===== config.mk =====
export PLATFORM = sky130hd
export DESIGN_NAME = dmem_responder
export DESIGN_NICKNAME = d
export VERILOG_FILES = /design/src/rtl/dmem_responder_pkg.sv /design/src/rtl/dmem_lane_align.sv /design/src/rtl/dmem_responder.sv
export SDC_FILE = /design/constraint.sdc
export NUM_CORES = 2
export LEC_CHECK = 0
export CORE_MARGIN = 2
export CORE_UTILIZATION = 40
export CTS_BUF_LIST = sky130_fd_sc_hd__clkbuf_8
export DETAILED_ROUTE_END_ITERATION = 8
export PLACE_DENSITY_LB_ADDON = 0.05
export RECOVER_POWER = 100
export SLEW_MARGIN = 40
export SYNTH_ARGS = -nofsm -noshare
export SYNTH_HDL_FRONTEND = slang
export SYNTH_SLANG_ARGS = --single-unit

===== constraint.sdc =====
create_clock -name clk -period 5.3 [get_ports clk]
set_input_delay 1.06 -clock clk [delete_from_list [all_inputs] [get_ports clk]]
set_output_delay 1.06 -clock clk [all_outputs]
set_load 0.02 [all_outputs]

===== src/rtl/dmem_responder_pkg.sv =====
`default_nettype none
// ============================================================================
// Module  : dmem_responder_pkg
// Brief   : Shared encodings for the data-memory responder and its lane aligner.
// Rev     : 1.0 - initial release
// ============================================================================
package dmem_responder_pkg;

  localparam int DATA_W = 32;

  localparam logic [1:0] SIZE_B   = 2'b00;
  localparam logic [1:0] SIZE_H   = 2'b01;
  localparam logic [1:0] SIZE_W   = 2'b10;
  localparam logic [1:0] SIZE_RSV = 2'b11;

  localparam logic [1:0] ST_IDLE   = 2'd0;
  localparam logic [1:0] ST_ACCESS = 2'd1;
  localparam logic [1:0] ST_RESP   = 2'd2;

endpackage
`default_nettype wire


===== src/rtl/dmem_lane_align.sv =====
`default_nettype none
// ============================================================================
// Module  : dmem_lane_align
// Brief   : Combinational byte-lane steering for stores and lane extraction
//           with sign/zero extension for loads.
// Rev     : 1.0 - initial release
// ============================================================================
module dmem_lane_align
  import dmem_responder_pkg::*;
(
  input  logic [1:0]        i_addr_lo,
  input  logic [1:0]        i_size,
  input  logic              i_signed,
  input  logic [DATA_W-1:0] i_wdata,
  input  logic [DATA_W-1:0] i_rword,
  output logic [3:0]        o_lane_we,
  output logic [DATA_W-1:0] o_wdata_rep,
  output logic [DATA_W-1:0] o_rdata_ext,
  output logic              o_misalign
);

  logic [7:0]  w_byte;
  logic [15:0] w_half;

  always_comb begin
    w_byte      = i_rword[{i_addr_lo, 3'b000} +: 8];
    w_half      = i_addr_lo[1] ? i_rword[31:16] : i_rword[15:0];
    o_lane_we   = 4'b0000;
    o_wdata_rep = '0;
    o_rdata_ext = '0;
    o_misalign  = 1'b0;
    case (i_size)
      SIZE_B: begin
        o_lane_we   = 4'b0001 << i_addr_lo;
        o_wdata_rep = {4{i_wdata[7:0]}};
        o_rdata_ext = {{24{i_signed & w_byte[7]}}, w_byte};
      end
      SIZE_H: begin
        o_lane_we   = i_addr_lo[1] ? 4'b1100 : 4'b0011;
        o_wdata_rep = {2{i_wdata[15:0]}};
        o_rdata_ext = {{16{i_signed & w_half[15]}}, w_half};
        o_misalign  = i_addr_lo[0];
      end
      SIZE_W: begin
        o_lane_we   = 4'b1111;
        o_wdata_rep = i_wdata;
        o_rdata_ext = i_rword;
        o_misalign  = |i_addr_lo;
      end
      // Reserved size is folded into the misalign flag so the top sees one error source.
      default: o_misalign = 1'b1;
    endcase
  end

endmodule
`default_nettype wire


===== src/rtl/dmem_responder.sv =====
`default_nettype none
// ============================================================================
// Module  : dmem_responder
// Brief   : Stallable memory-side slave for the core load/store port with
//           byte-banked storage, lane steering and error reporting.
// Rev     : 1.0 - initial release
// ============================================================================
module dmem_responder
  import dmem_responder_pkg::*;
#(
  parameter int DEPTH_LOG2 = 6
)
(
  input  logic              clk,
  input  logic              rst,
  input  logic              req_valid,
  output logic              req_ready,
  input  logic              req_we,
  input  logic [DATA_W-1:0] req_addr,
  input  logic [1:0]        req_size,
  input  logic              req_signed,
  input  logic [DATA_W-1:0] req_wdata,
  output logic              resp_valid,
  input  logic              resp_ready,
  output logic [DATA_W-1:0] resp_rdata,
  output logic              resp_err
);

  localparam int DEPTH = 1 << DEPTH_LOG2;

  logic [1:0]            r_state;
  logic [1:0]            w_state_nxt;
  logic                  r_we;
  logic [DATA_W-1:0]     r_addr;
  logic [1:0]            r_size;
  logic                  r_signed;
  logic [DATA_W-1:0]     r_wdata;
  logic [DATA_W-1:0]     r_rdata;
  logic                  r_err;

  logic                  w_accept;
  logic                  w_oor;
  logic                  w_misalign;
  logic                  w_err;
  logic                  w_do_write;
  logic [DEPTH_LOG2-1:0] w_idx;
  logic [3:0]            w_lane_we;
  logic [DATA_W-1:0]     w_wdata_rep;
  logic [DATA_W-1:0]     w_rdata_ext;
  logic [DATA_W-1:0]     w_rword;

  assign w_accept   = req_valid && (r_state == ST_IDLE);
  assign w_idx      = r_addr[DEPTH_LOG2+1:2];
  assign w_oor      = |r_addr[DATA_W-1:DEPTH_LOG2+2];
  assign w_err      = w_oor || w_misalign;
  // rst gates the write so a store caught in ACCESS by reset never lands.
  assign w_do_write = !rst && (r_state == ST_ACCESS) && r_we && !w_err;

  dmem_lane_align u_align (
    .i_addr_lo   (r_addr[1:0]),
    .i_size      (r_size),
    .i_signed    (r_signed),
    .i_wdata     (r_wdata),
    .i_rword     (w_rword),
    .o_lane_we   (w_lane_we),
    .o_wdata_rep (w_wdata_rep),
    .o_rdata_ext (w_rdata_ext),
    .o_misalign  (w_misalign)
  );

  for (genvar g = 0; g < 4; g++) begin : g_bank
    logic [7:0] r_mem [DEPTH];

    always_ff @(posedge clk) begin
      if (w_do_write && w_lane_we[g]) begin
        r_mem[w_idx] <= w_wdata_rep[8*g +: 8];
      end
    end

    assign w_rword[8*g +: 8] = r_mem[w_idx];
  end

  always_ff @(posedge clk) begin
    if (rst) begin
      r_state <= ST_IDLE;
    end else begin
      r_state <= w_state_nxt;
    end
  end

  always_comb begin
    w_state_nxt = r_state;
    case (r_state)
      ST_IDLE:   if (req_valid) w_state_nxt = ST_ACCESS;
      ST_ACCESS: w_state_nxt = ST_RESP;
      ST_RESP:   if (resp_ready) w_state_nxt = ST_IDLE;
      default:   w_state_nxt = ST_IDLE;
    endcase
  end

  always_comb begin
    req_ready  = (r_state == ST_IDLE);
    resp_valid = (r_state == ST_RESP);
  end

  always_ff @(posedge clk) begin
    if (w_accept) begin
      r_we     <= req_we;
      r_addr   <= req_addr;
      r_size   <= req_size;
      r_signed <= req_signed;
      r_wdata  <= req_wdata;
    end
  end

  always_ff @(posedge clk) begin
    if (rst) begin
      r_rdata <= '0;
      r_err   <= 1'b0;
    end else if (r_state == ST_ACCESS) begin
      r_err   <= w_err;
      r_rdata <= (r_we || w_err) ? '0 : w_rdata_ext;
    end
  end

  assign resp_rdata = r_rdata;
  assign resp_err   = r_err;

endmodule
`default_nettype wire

==> impl_metrics.tcl <==
set metrics [dict create \
    vdd_drop_max_uv 282 \
    grt-ovfl-total 0 \
    grt_pass1_wl_mm 374 \
    finalCritPeriodShare 0.895 \
    finClkSkew_ns 0.0934 \
    cts_max_level 5 \
    synth_ff_type "edfxtp_1" \
    vias_per_cell 5.74 \
    dieWidth_um 463 \
    syn_avg_cell_area_um2 20.2 \
    nNetsFinal 4787 \
    ys_seq_area_frac 0.764 \
    cts_resized 0 \
    yosysUniqueCellTypes 58 \
    grt_start_max_net_pins 87 \
    max_freq_ghz 0.211 \
    grtUsageTotal 0.252 \
    switching_power_w 0.00918 \
    antenna_left 0 \
    numCtsBuffers 377 \
    maxCapViolations 23 \
    final_cells 7791 \
    drtPass1Iterations 6 \
    regArea_um2 64400 \
    wl_per_cell_um 34.9 \
    rsz0062_at_grt "false" \
    ctsHoldBuffers 0 \
    violations "max-capacitance violations, max-slew violations" \
    grt_pass1_vias 45100 \
    p_int_w 0.0269 \
    timing.slew.headroom -1.67 \
    critPathLaunchType "flip-flop" \
    ioPinCount 107 \
    synthToLayoutAreaGrowth_pct 14.4 \
    path_class "reg2reg" \
    dp_hpwl_mm 176 \
    gp_congestion 0.866 \
    cts_root_buf "clkbuf_8" \
    worstMarginPinSlew_ns 4.00 \
    finalSetupTns_ns 0 \
    p_per_area_nw_per_um2 375 \
    placedCellCount 7135 \
    clock_path_buffers 4 \
    ys_async_sr_fraction 0 \
    drt-initial-drc-count 5113 \
    netlist_area_um2 84200 \
    setup_viol 0 \
    num_vias 44700 \
    combPwrFrac 0.097 \
    postPlaceCellArea_um2 90600 \
    final_hold_viol_count 0 \
    final_common_cell "edfxtp_1" \
    status "finished with violations" \
    power_leakage_nw 30.8 \
    cts_tree "built" \
    report.final.slew_viol_count 1071 \
    antenna_found_initial 14 \
    clkLatencyLatePin_ns 1.10 \
    ys_ff_latch 2157 \
    post-cts-setup-buffers 0 \
    fin_util 0.460 \
    num_rows 168 \
    seq_power_share 0.530 \
    synth_nets 4236 \
    fin_area_um2 96300 \
    multi_input_area_um2 18800 \
    syn_inst 4164 \
    synth_edf_count 2116 \
    hold_path_class "reg2reg" \
    drcViolationCount 0 \
    core_um2 209000 \
    port_buffers 106 \
    drt_wl_total_mm 272 \
    hold_ws_ns 0.506 \
    initial_core_util 0.402 \
    path_max_fanout 19 \
    worstPathRequired_ns 5.98 \
    yosysWarnings 0 \
    clkPwrFrac 0.373 \
    arrival_ns 5.43 \
    final_cell_mix "2116 x edfxtp_1, 477 x mux4_2, 383 x clkbuf_8" \
    sw_frac_of_total 0.254 \
    drive_gt1_frac 0.234 \
    path_clk_slew_ns 0.06 \
    fill_cells 18100 \
    clock_sinks 2157 \
    endpoint_kind "flip-flop" \
    fin_crit_ns 4.74 \
    fp.dieH_um 463 \
    die-area_um2 214000 \
]
routing by layer:
metal  global-route usage  vias up  wire [um]
li1                     -    18300          -
met1                0.347    24000     114000
met2                0.397     1812     129000
met3               0.0515      516      18600
met4               0.0960       18      10400
met5                    0        -        108
cell families after synthesis:
logic type,after synthesis,synth area share
simple gates,654,0.0337
compound gates,408,0.0332
buf+inv,262,0.0166
mux,683,0.152
flops,2157,0.764
metrics by stage:
| step | power [W] | setup slack [ns] |
|---|---|---|
| after detailed placement | 0.0230 | 1.01 |
| after global routing | 0.0373 | 0.411 |
| after floorplan | 0.0214 | 1.10 |
| after global placement | 0.0230 | 1.01 |
| final | 0.0361 | 0.557 |
| after CTS | 0.0365 | 1.12 |
critical path, cell delays in order, from the launching register on:
cell and delay [ns]:
edfxtp_1 0.48, clkbuf_1 1.57, nor3_1 0.18, clkbuf_1 0.38, o21ai_4 0.41, buf_8 0.23
clkbuf_1 0.53, nor2_1 0.17, clkbuf_1 0.34
cell type report:
type,instances,area share
Clock inverter,258,0.0114
Tap cell,2805,0.0364
Timing Repair Buffer,420,0.0335
Clock buffer,383,0.0547
Multi-Input combinational cell,1745,0.195
Antenna cell,9,0.000234
Inverter,14,0.000545
Sequential cell,2157,0.668
cell usage after synthesis, types with 3 or more instances:
master / number / area (um2)
nor4_1: 12 / 75.1
or2_2: 3 / 18.8
o31ai_1: 3 / 22.5
o22ai_1: 14 / 87.6
mux2_2: 21 / 236
o21ai_0: 19 / 95.1
buf_2: 65 / 325
mux2i_1: 184 / 1840
nand3b_1: 4 / 30.0
o2111ai_1: 4 / 35.0
a22oi_1: 143 / 1070
mux4_2: 477 / 10700
nand3_1: 55 / 275
nor3b_1: 7 / 52.6
nand4_1: 14 / 87.6
a32o_1: 4 / 40.0
nor2b_1: 25 / 156
nor3_1: 13 / 65.1
or3b_2: 3 / 26.3
o221ai_1: 5 / 43.8
dfxtp_1: 41 / 821
nor2_1: 315 / 1180
nand2b_1: 9 / 56.3
and2_1: 9 / 56.3
a21o_1: 19 / 143
buf_4: 34 / 255
buf_6: 24 / 270
a31oi_1: 29 / 181
a22o_1: 7 / 61.3
nand2_1: 169 / 634
edfxtp_1: 2116 / 63500
and3b_1: 3 / 26.3
o21a_1: 3 / 22.5
and3_1: 8 / 50.1
a211oi_1: 17 / 128
inv_1: 11 / 41.3
a221oi_1: 12 / 105
a32oi_1: 10 / 87.6
o21ai_1: 5 / 25.0
buf_1: 23 / 86.3
o211ai_1: 12 / 90.1
clkbuf_1: 100 / 375
a21oi_1: 90 / 450
nor4_2: 3 / 37.5
registers in the layout, indices dropped and copies added, names as in the netlist, named ones only:
signal / count
r_wdata: 32
r_signed: 1
g_bank.r_mem: 2048
resp_err: 1
r_state: 2
r_we: 1
resp_rdata: 32
r_size: 2
r_addr: 32
final timing paths:
path                             to  cells after the start           start  slack [ns]
min                  resp_rdata[12]                      2  resp_rdata[12]        0.51
max          g_bank[2].r_mem[49][3]                      8       r_size[1]        0.56
min reg2reg          resp_rdata[12]                      2  resp_rdata[12]        0.51
max reg2reg  g_bank[2].r_mem[49][3]                      8       r_size[1]        0.56
power groups by stage:
| stage | clock network, W | logic [W] | registers [W] |
|---|---|---|---|
| final | 0.0135 | 0.00350 | 0.0191 |
| after global routing | 0.0145 | 0.00366 | 0.0191 |
| after CTS | 0.0138 | 0.00357 | 0.0191 |
| after detailed placement | 0 | 0.00356 | 0.0195 |
| after global placement | 0 | 0.00350 | 0.0195 |
| after floorplan | 0 | 0.00204 | 0.0194 |
Power figures use the tool's default switching activity.
